## config.mk

```make
export PLATFORM = sky130hd
export DESIGN_NAME = driver_seq_cntrl
export DESIGN_NICKNAME = d
export VERILOG_FILES = /design/src/rtl/driver_seq_pkg.sv /design/src/rtl/driver_burst_gen.sv /design/src/rtl/driver_seq_cntrl.sv
export SDC_FILE = /design/constraint.sdc
export NUM_CORES = 1
export LEC_CHECK = 0
export ABC_AREA = 1
export CELL_PAD_IN_SITES_DETAIL_PLACEMENT = 1
export CELL_PAD_IN_SITES_GLOBAL_PLACEMENT = 2
export CORE_ASPECT_RATIO = 0.5
export CORE_MARGIN = 2
export CORE_UTILIZATION = 22
export CTS_CLUSTER_DIAMETER = 50
export CTS_CLUSTER_SIZE = 12
export DETAILED_ROUTE_END_ITERATION = 16
export PLACE_DENSITY = 0.82
export SKIP_CTS_REPAIR_TIMING = 1
export SLEW_MARGIN = 20
export SYNTH_ARGS = -nofsm -noshare
export SYNTH_HDL_FRONTEND = slang
export SYNTH_HIERARCHICAL = 1
export SYNTH_SLANG_ARGS = --single-unit
```

## constraint.sdc

```tcl
create_clock -name clk -period 2.6 [get_ports clk]
set_clock_uncertainty 0.15 [all_clocks]
set_input_delay 0.52 -clock clk [delete_from_list [all_inputs] [get_ports clk]]
set_output_delay 0.52 -clock clk [all_outputs]
set_load 0.02 [all_outputs]
```

## src/rtl/driver_seq_pkg.sv

```systemverilog
// Shared register map, CONTROL/STATUS bit positions and program-state encoding
// for the driver sequencing control block.
package driver_seq_pkg;

  localparam int unsigned REG_ADDR_PUSH = 32'h000;
  localparam int unsigned REG_CONTROL   = 32'h004;
  localparam int unsigned REG_STATUS    = 32'h008;
  localparam int unsigned REG_DROP_CNT  = 32'h00C;
  localparam int unsigned REG_MON_BASE  = 32'h100;

  localparam int CTRL_RUN_BIT         = 0;
  localparam int CTRL_END_BIT         = 1;
  localparam int CTRL_ABORT_BIT       = 2;
  localparam int CTRL_FREEZE_ADDR_BIT = 3;
  localparam int CTRL_FREEZE_VEC_BIT  = 4;
  localparam int CTRL_SEND_CONSEC_BIT = 7;
  localparam int CTRL_CONSEC_LSB      = 8;

  localparam int STAT_ACTIVE_BIT   = 0;
  localparam int STAT_BUSY_BIT     = 1;
  localparam int STAT_FULL_BIT     = 2;
  localparam int STAT_OVERFLOW_BIT = 3;
  localparam int STAT_STATE_LSB    = 4;

  typedef enum logic [1:0] {
    IDLE   = 2'd0,
    ACTIVE = 2'd1,
    ENDING = 2'd2
  } prog_state_t;

endpackage

```

## src/rtl/driver_burst_gen.sv

```systemverilog
// Consecutive-address generator: after start it owes `count` pushes of
// base + k*STRIDE, one per non-stalled cycle, until done or cancelled.
module driver_burst_gen #(
  parameter int DATA_W = 32,
  parameter int CNT_W  = 8,
  parameter int STRIDE = 4
) (
  input  logic              clk,
  input  logic              reset,
  input  logic              start,
  input  logic [DATA_W-1:0] base,
  input  logic [CNT_W-1:0]  count,
  input  logic              stall,
  input  logic              cancel,
  output logic              busy,
  output logic              emit,
  output logic [DATA_W-1:0] addr
);

  logic [DATA_W-1:0] cur;
  logic [CNT_W-1:0]  rem;

  assign busy = (rem != '0);
  assign emit = busy && !stall && !cancel;
  // Address arithmetic wraps naturally at DATA_W bits.
  assign addr = cur + DATA_W'(STRIDE);

  always_ff @(posedge clk or negedge reset) begin
    if (!reset) begin
      cur <= '0;
      rem <= '0;
    end else if (cancel) begin
      rem <= '0;
    end else if (start) begin
      cur <= base;
      rem <= count;
    end else if (emit) begin
      cur <= addr;
      rem <= rem - CNT_W'(1);
    end
  end

endmodule

```

## src/rtl/driver_seq_cntrl.sv

```systemverilog
// Slave register block feeding the driver's address FIFO: single and burst
// pushes with drop accounting, program-state FSM, status and monitor readback.
module driver_seq_cntrl
  import driver_seq_pkg::*;
#(
  parameter int DATA_W      = 32,
  parameter int ADDR_W      = 32,
  parameter int NUM_MON     = 16,
  parameter int MON_W       = 16,
  parameter int CONSEC_W    = 8,
  parameter int ADDR_STRIDE = 4
) (
  input  logic                     clk,
  input  logic                     reset,
  input  logic [ADDR_W-1:0]        slave_addr,
  input  logic                     slave_rd,
  input  logic                     slave_wr,
  input  logic [DATA_W-1:0]        slave_data_in,
  output logic [DATA_W-1:0]        slave_data_out,
  output logic                     slave_rd_valid,
  input  logic [NUM_MON*MON_W-1:0] addr_mon_cnts,
  input  logic                     addr_fifo_full,
  output logic [DATA_W-1:0]        addr_fifo_din,
  output logic                     addr_fifo_wr,
  output logic                     active_program,
  output logic                     end_program,
  output logic                     freeze_addr_fifo,
  output logic                     freeze_vector_fifo
);

  logic                sel_push, sel_ctrl, sel_drop;
  logic                run_p, end_p, abort_p;
  logic                push_ok, push_drop;
  logic                send_consec;
  logic [CONSEC_W-1:0] consec_count;
  logic [DATA_W-1:0]   last_base;
  logic [DATA_W-1:0]   drop_cnt;
  logic                overflow;
  logic                burst_busy, burst_emit;
  logic [DATA_W-1:0]   burst_addr;
  logic [DATA_W-1:0]   rdata;
  prog_state_t         state_q, state_d;

  assign sel_push = slave_wr && (slave_addr == ADDR_W'(REG_ADDR_PUSH));
  assign sel_ctrl = slave_wr && (slave_addr == ADDR_W'(REG_CONTROL));
  assign sel_drop = slave_wr && (slave_addr == ADDR_W'(REG_DROP_CNT));

  assign run_p   = sel_ctrl && slave_data_in[CTRL_RUN_BIT];
  assign end_p   = sel_ctrl && slave_data_in[CTRL_END_BIT];
  assign abort_p = sel_ctrl && slave_data_in[CTRL_ABORT_BIT];

  // Host pushes are refused while a burst is still owed, not merely stalled.
  assign push_ok   = sel_push && !burst_busy && !addr_fifo_full && !freeze_addr_fifo;
  assign push_drop = sel_push && !push_ok;

  driver_burst_gen #(
    .DATA_W (DATA_W),
    .CNT_W  (CONSEC_W),
    .STRIDE (ADDR_STRIDE)
  ) u_burst (
    .clk    (clk),
    .reset  (reset),
    .start  (push_ok && send_consec),
    .base   (slave_data_in),
    .count  (consec_count),
    .stall  (addr_fifo_full || freeze_addr_fifo),
    .cancel (abort_p),
    .busy   (burst_busy),
    .emit   (burst_emit),
    .addr   (burst_addr)
  );

  always_ff @(posedge clk or negedge reset) begin
    if (!reset) begin
      addr_fifo_wr       <= 1'b0;
      addr_fifo_din      <= '0;
      last_base          <= '0;
      drop_cnt           <= '0;
      overflow           <= 1'b0;
      freeze_addr_fifo   <= 1'b0;
      freeze_vector_fifo <= 1'b0;
      send_consec        <= 1'b0;
      consec_count       <= '0;
      slave_rd_valid     <= 1'b0;
      slave_data_out     <= '0;
    end else begin
      addr_fifo_wr   <= push_ok || burst_emit;
      slave_rd_valid <= slave_rd;
      slave_data_out <= slave_rd ? rdata : '0;
      if (push_ok) begin
        addr_fifo_din <= slave_data_in;
        last_base     <= slave_data_in;
      end else if (burst_emit) begin
        addr_fifo_din <= burst_addr;
      end
      if (sel_drop) begin
        drop_cnt <= '0;
        overflow <= 1'b0;
      end else if (push_drop) begin
        overflow <= 1'b1;
        if (drop_cnt != '1) drop_cnt <= drop_cnt + DATA_W'(1);
      end
      if (sel_ctrl) begin
        freeze_addr_fifo   <= slave_data_in[CTRL_FREEZE_ADDR_BIT];
        freeze_vector_fifo <= slave_data_in[CTRL_FREEZE_VEC_BIT];
        send_consec        <= slave_data_in[CTRL_SEND_CONSEC_BIT];
        consec_count       <= slave_data_in[CTRL_CONSEC_LSB +: CONSEC_W];
      end
    end
  end

  always_ff @(posedge clk or negedge reset) begin
    if (!reset) state_q <= IDLE;
    else        state_q <= state_d;
  end

  always_comb begin
    state_d        = state_q;
    active_program = 1'b0;
    end_program    = 1'b0;
    unique case (state_q)
      IDLE:   if (run_p) state_d = ACTIVE;
      ACTIVE: begin
        active_program = 1'b1;
        if (end_p) state_d = ENDING;
      end
      ENDING: begin
        end_program = 1'b1;
        state_d     = IDLE;
      end
      default: state_d = IDLE;
    endcase
    if (abort_p) state_d = IDLE;
  end

  // Read mux sees pre-edge register values, so a same-cycle write is not visible.
  always_comb begin
    rdata = '0;
    if (slave_addr == ADDR_W'(REG_ADDR_PUSH)) begin
      rdata = last_base;
    end else if (slave_addr == ADDR_W'(REG_CONTROL)) begin
      rdata[CTRL_FREEZE_ADDR_BIT]                = freeze_addr_fifo;
      rdata[CTRL_FREEZE_VEC_BIT]                 = freeze_vector_fifo;
      rdata[CTRL_SEND_CONSEC_BIT]                = send_consec;
      rdata[CTRL_CONSEC_LSB +: CONSEC_W]         = consec_count;
    end else if (slave_addr == ADDR_W'(REG_STATUS)) begin
      rdata[STAT_ACTIVE_BIT]     = active_program;
      rdata[STAT_BUSY_BIT]       = burst_busy;
      rdata[STAT_FULL_BIT]       = addr_fifo_full;
      rdata[STAT_OVERFLOW_BIT]   = overflow;
      rdata[STAT_STATE_LSB +: 2] = state_q;
    end else if (slave_addr == ADDR_W'(REG_DROP_CNT)) begin
      rdata = drop_cnt;
    end else begin
      for (int i = 0; i < NUM_MON; i++) begin
        if (slave_addr == ADDR_W'(REG_MON_BASE + 32'(4 * i))) begin
          rdata[MON_W-1:0] = addr_mon_cnts[i*MON_W +: MON_W];
        end
      end
    end
  end

endmodule

```

# [Yosys cells after proc, flatten, opt, wreduce, memory -nomap -nowiden]
# Cells that the tools add are included.
[word_totals] reg_bits=184 ram_bits=0 n_memories=0 wordCells=118 latch_bits=0 in_bits=325 mem_bits_ro=0
[classes] addsub=3 n_eq_ne=24 shift=0 bitwise_logic=1 n_div=0 muxes=44 order_cmp=0 n_reduce_logical=32 mul=0
[ops] operator="== test 32 x 9 -> 1 bit (second input constant)" count=16
[ops] operator="two-way mux 16 bit" count=19
[ops] operator="two-way mux 32 bit" count=8
[ops] operator="== test 32 x 4 -> 1 bit (second input constant)" count=2
[ops] operator="adder 32 x 1 -> 32 bit (second input constant)" count=1
[ops] operator="adder 32 x 3 -> 32 bit (second input constant)" count=1
[ops] operator="== test 32 x 3 -> 1 bit (second input constant)" count=1
[ops] operator="logical NOT 32 bit" count=1
[ops] operator="!= test 32 bit (second input constant)" count=1
[ops] operator="two-way mux 26 bit" count=1
[ops] operator="two-way mux 8 bit" count=3
[ops] operator="logical AND 1 bit" count=13
[ops] operator="two-way mux 2 bit" count=5
[ops] operator="two-way mux 9 bit" count=1
[ops] operator="nonzero test 2 bit" count=4
[ops] operator="nonzero test 8 bit" count=1
[ops] operator="subtractor 8 x 1 -> 8 bit (second input constant)" count=1
[ops] operator="logical NOT 1 bit" count=6
[ops] operator="two-way mux 6 bit" count=1
[ops] operator="!= test 3 x 2 -> 1 bit (second input constant)" count=2
[ops] operator="AND reduction 2 bit" count=3
[ops] operator="two-way mux 1 bit" count=4
[ops] operator="case mux 2 bit (2 select lines)" count=1
[ops] operator="two-way mux 3 bit" count=1
[ops] operator="6 further kinds" count=7

# [Longest topological paths before layout]
# Gate-level depths: netlist (run 1).
[logic_depth] depth_word=22 depth_mapped=26 depth_no_buf=25

# [Hierarchy]
# The synthesis (run 1) kept the hierarchy.
[by_module_without_submodules] mod="driver_seq_cntrl" area_each_um2=9330.2 cells_each=1416 instances=1
[by_module_without_submodules] mod="driver_burst_gen" area_each_um2=3051.7 cells_each=487 instances=1

# [Worst setup path before layout (run 1)]
# Ideal clock, no wire load.
[synth_timing] path_kind="input-to-reg" start="input port slave_addr[23]" end="register u_burst.cur[30]" t_required_ns=2.333 t_arrival_ns=2.681 path_stages=17 setup_slack_ns=-0.348 n_path_buf=4 cell_sequence="nor2_1 -> nand2_1 -> nor2_1 -> nand2_2 -> nor2_4 -> nand3_2 -> nor2_4 -> nand2_1 -> clkbuf_1 -> clkbuf_1 -> nor2_1 -> inv_1 -> clkbuf_1 -> clkbuf_1 -> o21a_1 -> nand2_1 -> nand2_1"
[synth_between] elab_chain_cells=8 word_cells_on_any_way=15
[synth_rtl] item="start, declared" line="driver_seq_cntrl.sv:15" text="input logic [ADDR_W-1:0] slave_addr,"
[synth_rtl] item="logical NOT 32 bit" line="driver_seq_cntrl.sv:44" text="assign sel_push = slave_wr && (slave_addr == ADDR_W'(REG_ADDR_PUSH));"
[synth_rtl] item="logical AND 1 bit" line="driver_seq_cntrl.sv:44"
[synth_rtl] item="logical AND 1 bit (3 in a row)" line="driver_seq_cntrl.sv:53" text="assign push_ok = sel_push && !burst_busy && !addr_fifo_full && !freeze_addr_fifo;"
[synth_rtl] item="logical AND 1 bit" line="driver_seq_cntrl.sv:63" text=".start (push_ok && send_consec),"
[synth_rtl] item="nonzero test 2 bit (no source line)"
[synth_rtl] item="AND reduction 2 bit (no source line)"
[synth_rtl] item="end signal, assigned" line="driver_burst_gen.sv:35" text="cur <= base;"
[synth_rtl] item="end signal, assigned" line="driver_burst_gen.sv:38" text="cur <= addr;"
[synth_rtl] item="end, declared" line="driver_burst_gen.sv:20" text="logic [DATA_W-1:0] cur;"
# Parallel ways exist; a longest one is shown, timed or not.
# A chain may end at the register's enable or synchronous reset.

# [Final worst setup path (run 1)]
[layout_timing] start="input port slave_addr[26]" end="register drop_cnt[18]"
[layout_between] elab_chain_cells=9 word_cells_on_any_way=13
[layout_rtl] item="logical NOT 32 bit" line="driver_seq_cntrl.sv:44"
[layout_rtl] item="logical AND 1 bit" line="driver_seq_cntrl.sv:44"
[layout_rtl] item="logical AND 1 bit (3 in a row)" line="driver_seq_cntrl.sv:53"
[layout_rtl] item="logical NOT 1 bit" line="driver_seq_cntrl.sv:54" text="assign push_drop = sel_push && !push_ok;"
[layout_rtl] item="logical AND 1 bit" line="driver_seq_cntrl.sv:54"
[layout_rtl] item="nonzero test 2 bit (no source line)"
[layout_rtl] item="AND reduction 2 bit (no source line)"
[layout_rtl] item="end signal, assigned" line="driver_seq_cntrl.sv:101" text="if (drop_cnt != '1) drop_cnt <= drop_cnt + DATA_W'(1);"
[layout_rtl] item="end, declared" line="driver_seq_cntrl.sv:37" text="logic [DATA_W-1:0] drop_cnt;"
# Parallel ways exist; a longest one is shown, timed or not.

==> results of run 1 <==
-- placed cells by master, fill, tap and decap left out, types with 9 or more instances in the layout --
cell,netlist,final
nor2_4,5,34
o21ai_0,93,69
nor2_2,13,27
nand2_4,1,23
nand3_1,130,98
clkbuf_16,0,24
dfrtp_1,184,183
inv_2,11,21
nor3_1,28,21
o211ai_1,16,16
xor2_1,9,9
o21ai_2,0,14
nor2_1,169,126
a21oi_1,151,98
buf_6,1,44
o21a_1,17,17
nand3_2,1,27
o21bai_1,12,9
a21oi_2,0,48
o21ai_1,6,16
inv_1,218,198
buf_12,0,15
nand2_2,12,43
buf_4,2,256
clkbuf_2,0,17
nand4_1,41,41
nand2_1,647,592
clkdlybuf4s50_1,0,361
-- cells by family after synthesis --
kind of cell	Yosys count	synth area share (%)
simple gates	1080	37.50
compound gates	322	14.46
buf+inv	297	9.276
flops	184	37.19
xor+xnor	14	0.9903
fa+ha+maj	4	0.4042
mux	2	0.1819
-- layout make-up --
class / instances / area [µm²]
clock inverters: 11 / 163.9
inverters: 233 / 912.1
well taps: 756 / 945.9
flip-flops and latches: 184 / 4606
fillers: 6828 / 33830
diodes: 5 / 12.51
clock buffers: 20 / 456.7
repair buffers: 715 / 6764
multi-input cells: 1422 / 7869
-- flip-flops by register name (all words and copies together), names as in the netlist, 2 cells and up --
signal	flops
addr_fifo_din	32
slave_data_out	32
u_burst/rem	8
u_burst/cur	32
state_q	2
consec_count	8
last_base	32
drop_cnt	32
-- power by group through the flow --
stage	Combinational, µW	Clock (µW)	Sequential [µW]
after global placement	1720	0	3250
after detailed placement	1750	0	3250
after global routing	2110	3050	3250
after CTS	1760	2930	3190
final	1970	2860	3220
after floorplan	587	0	3300
-- tightest hold or removal path, delay by kind of cell, from the launching register on --
kind | cells | cell delay (ns)
compound gates | 1 | 0.06
buf+inv | 1 | 0.04
flops | 1 | 0.34
-- stage by stage --
| step | instance area [µm²] | util [%] | worst slack [ns] | setup TNS, ns |
|---|---|---|---|---|
| 2_1_floorplan | 12500 | - | -0.06351 | -0.2205 |
| 3_3_place_gp | 19140 | 34.45 | -1.455 | -143.56 |
| 3_5_place_dp | 19140 | 34.45 | -1.478 | -151.50 |
| 4_1_cts | 19760 | 35.56 | -1.002 | -68.48 |
| 5_1_grt | 21730 | 39.11 | -0.4268 | -21.84 |
| 6_report | 21730 | 39.11 | -0.3322 | -12.90 |
-- per-layer routing --
| metal | share of wire [%] | wire length (µm) | global-route usage (%) | up-vias |
|---|---|---|---|---|
| met5 | 0 | 0 | 0 | - |
| met4 | 2.6 | 1796 | 5.310 | 0 |
| met3 | 3.2 | 2269 | 2.686 | 89 |
| met2 | 52 | 36530 | 41.81 | 281 |
| met1 | 42 | 29510 | 27.67 | 7744 |
| li1 | - | - | - | 7472 |
-- path summary, 6_finish.rpt --
check	from	to	slack (ns)	cells after the start
min in group asynchronous	reset	u_burst/cur[10]	0.35	2
setup reg to reg	u_burst/rem[0]	drop_cnt[18]	-0.24	20
hold / removal	addr_fifo_din[6]	addr_fifo_din[6]	0.33	2
hold reg to reg	addr_fifo_din[6]	addr_fifo_din[6]	0.33	2
max in group asynchronous	reset	drop_cnt[2]	1.09	3
setup / recovery	slave_addr[26]	drop_cnt[18]	-0.33	22
==> qor.yml, run 1 <==
status: "finished, violations left"
violations: "negative setup slack"
drcViolationCount: 0
synth_area_per_cell_um2: 6.507
yosys.area.top_type: "dfrtp_1"
p_int_uw: 5637
cts_buffers: 17
critPathRequiredTime_ns: 2.83
cellLeakagePower_uw: 0.01003
core_um2: 55560
path_buf_inv: 6
routed-via-count: 15590
pin_count: 395
hold_violations: 0
syn_inst: 1903
synth_area_leaders: "dfrtp_1 (37%), nand2_1 (20%), inv_1 (6.6%), a21oi_1 (6.1%), nand3_1 (5.3%)"
place_inst: 3251
nets: 2902
end_kind: "register"
synth_most_common_cell: "nand2_1"
synth_edf_count: 0
grt_max_degree: 88
worst_pin_slew_ns: 0.7561
dr.pass1.iters: 5
cts.clk_slew.worst_paths_ns: 0.07
path_max_fanout: 4
hpwl_um: 54720
gr-total-overflow: 0
combPwrFrac_pct: 24.5
layout_setup_ws_ns: -0.3322
relSlewSlack_pct: 49.06
cts_root_buf: "clkbuf_16"
crit_path_frequent_cell: "nor2_4"
cts_tree: "yes"
ctsHtreeMaxLevel: 4
switchingPower_uw: 2422
hold_path_class: "register to register"
vias_per_cell: 4.658
grt_use_total_pct: 22.45
crit_family: "simple AND/OR/NAND/NOR gates"
path_cells: "buf_6 > nor2_4 > nand2_2 > nor2_4 > nand2_4 > buf_8 > nor2_4 > nand3_4 > nor2_4 > nand3_4 > nand2_4 > nand4_4 > nor2_4 > nand2_2 > inv_2 > nand2_4 > nor3_4 > nand2_2 > buf_4 > buf_6 > buf_6 > a21oi_2"
synthTopCellsByCount: "nand2_1 (647), inv_1 (218), dfrtp_1 (184)"
start_util_pct: 22.28
wl_per_cell_um: 20.95
switching_share_pct: 30.05
die_h_um: 171.8
drt-initial-drc-count: 882
syn_nets: 2232
grt_setup_unrepaired: "true"
pwr-share-clk_pct: 35.5
synth_ff_type: "dfrtp_1"
hold_ws_ns: 0.3275
synthToLayoutAreaGrowth_pct: 75.50
num_rows: 61
drv_slew: 0
die_w_um: 339.5
max-cap-violations: 0
finalPower_uw: 8059
stdcell_count: 3346
io_buffers: 394
power.density_nw_per_um2: 370.9
setup_viol: 92
clock.fmax_mhz: 341.0
setup.worst_path.class: "primary input to register"
cts_sinks: 184
synth_area_um2: 12380
yosysWarnings: 6
worst_path_largest_cell_delay_ns: 0.27
ir_worst_vdd_v: 0.0004717
seq_area_frac_synth_pct: 37.19
layout_min_cycle_time_ns: 2.932
fp.dieArea_um2: 58310
critical_path.slowest_cell: "nor3_4"
yosysTopAreaCellShare_pct: 37.19
grt_pass1_vias: 15870
synth-seq-cells: 184
place.gp.congestion: 0.9793
worstSetupStartpointType: "primary input"
pwr-share-seq_pct: 40.0
synth.distinct_cells: 48
ant_nets: 0
antenna_found_initial: 5
wirelength_um: 70110
grt_pass1_wl_um: 99290
arrival_ns: 3.16
clockBufferDepth: 2
period_share_pct: 112.8
clk_latency_ns: 0.46
ys_async_sr_fraction_pct: 100.0
drive_gt1_share_pct: 26.42
Note: power is estimated with default switching activity, not from simulation.
==> inputs of run 2 (changes only) <==
Settings changed: GPL_TIMING_DRIVEN from default to 0.
==> run 2 against run 1 <==
Net effect:
- the run still ends with negative setup slack left
- utilization fell by 1.0 points
- combinational power fell by 6%
- design area fell by 2.6%
- routed wire length fell by 3.4%
==> qor.yml, run 2 (same netlist as run 1, synthesis figures left out) <==
path_buf_inv: 2
grt_use_total_pct: 21.14
stdcell_count: 3229
grt_setup_unrepaired: "true"
hold_end: "last_base[6]"
layout_min_cycle_time_ns: 2.889
hold_start: "last_base[6]"
drv_slew: 0
layout_setup_ws_ns: -0.2891
drcViolationCount: 0
violations: "negative setup slack"
nets: 2787
final_cell_mix: "nand2_1 (570), clkdlybuf4s50_1 (359), inv_1 (190)"
start_util_pct: 22.28
ir_worst_vdd_v: 0.0004785
grt_pass1_wl_um: 93410
r2r_setup_slack_ns: -0.29
combPwrFrac_pct: 24.3
fp.dieArea_um2: 58310
critPathRequiredTime_ns: 2.78
drt-initial-drc-count: 910
drive_gt1_share_pct: 24.23
cts_buffers: 17
switching_share_pct: 30.83
pin_count: 395
worst_path_largest_cell_delay_ns: 0.43
period_share_pct: 111.1
clock.fmax_mhz: 346.1
clockBufferDepth: 2
hold_ws_ns: 0.3334
wl_per_cell_um: 20.97
final_common_cell: "nand2_1"
arrival_ns: 3.07
cts_root_buf: "clkbuf_16"
wirelength_um: 67710
seq_area_um2: 4609
fin_util_pct: 38.11
multi_input_area_um2: 8169
cellLeakagePower_uw: 0.009632
setup.worst_path.class: "register to register"
crit_path_frequent_cell: "nand2_2"
critical_path.slowest_cell: "dfrtp_1"
routed-via-count: 15260
max-cap-violations: 0
dp_slack_ns: -2.159
vias_per_cell: 4.727
die_h_um: 171.8
end_kind: "register"
hpwl_um: 51800
place.gp.congestion: 0.9171
hold_path_class: "register to register"
cts_sinks: 184
pwr-share-seq_pct: 42.7
r2r-end: "drop_cnt[22]"
ctsHtreeMaxLevel: 4
dr.pass1.iters: 5
cts_tree: "yes"
crit-reg2reg-launch: "drop_cnt[1]"
num_rows: 61
crit_family: "simple AND/OR/NAND/NOR gates"
grt_max_degree: 85
grt_pass1_vias: 14880
hold_violations: 0
place_inst: 3055
antenna_found_initial: 5
path_cells: "buf_6 > ha_4 > nand3_4 > nor2_4 > nand3_2 > nor4_4 > nand2_2 > nand3_4 > nand2_4 > nand4_4 > nor2_4 > nand2_2 > inv_2 > nand2_4 > nor3_4 > nand2_2 > nor2_4 > nand2_2 > o21ai_2 > a21oi_2"
switchingPower_uw: 2352
synthToLayoutAreaGrowth_pct: 71.02
die_w_um: 339.5
status: "finished, violations left"
ant_nets: 0
worstSetupStartpointType: "register"
gr-total-overflow: 0
worst_pin_slew_ns: 0.6938
path_max_fanout: 4
setup_viol: 88
power.density_nw_per_um2: 360.3
p_int_uw: 5278
worstHoldPathCells: 2
core_um2: 55560
relSlewSlack_pct: 53.75
clk_latency_ns: 0.45
num-fill-cells: 6799
cts.clk_slew.worst_paths_ns: 0.07
ff2ff_path_depth: 20
finalPower_uw: 7630
io_buffers: 394
pwr-share-clk_pct: 33.1
run 2: worst min-delay path: cells and delay by family (launching register included):
family / cells / cell delay, ns
flops: 1 / 0.34
simple gates: 2 / 0.11
run 2: worst max-delay path by stage:
| stage | startpoint | end | slack [ns] | cells after the start |
|---|---|---|---|---|
| after global routing | drop_cnt[1] | drop_cnt[22] | -0.45 | 20 |
| after detailed placement | slave_addr[21] | slave_data_out[7] | -2.16 | 18 |
| after floorplan | slave_addr[19] | u_burst/cur[30] | -0.06 | 17 |
| after global placement | reset | drop_cnt[22] | -7.43 | 1 |
| final | drop_cnt[1] | drop_cnt[22] | -0.29 | 20 |
| after CTS | slave_addr[21] | slave_data_out[7] | -1.69 | 18 |
run 2: final cells by class:
cell class / count / share of cell area (%)
multi-input cells: 1423 / 38.58
repair buffers: 535 / 25.40
flip-flops and latches: 184 / 21.77
well taps: 756 / 4.467
inverters: 233 / 4.372
plain buffers: 64 / 2.830
clock buffers: 21 / 2.222
clock inverters: 8 / 0.3073
diodes: 5 / 0.05909
run 2: metal layers:
layer  vias to the layer above  GRT usage, %  routed length (µm)
li1                       7253             -                   -
met1                      7585         26.51               28450
met2                       350         39.39               35200
met3                        74         2.078                2544
met4                         0         4.444                1506
met5                         -             0                   0
run 2: power by group through the flow:
stage	Clock (µW)	Sequential (µW)	Combinational [µW]
after detailed placement	0	3280	1590
after global routing	2690	3280	1990
after CTS	2570	3230	1600
final	2520	3260	1850
after floorplan	0	3300	587
after global placement	0	3280	1550
run 2: per-stage QoR:
step / area (µm²) / TNS (ns)
after floorplan: 12500 / -0.2205
after global placement: 17390 / -1585.91
after detailed placement: 17450 / -226.50
after CTS: 17990 / -140.98
after global routing: 21180 / -24.81
final: 21180 / -8.815
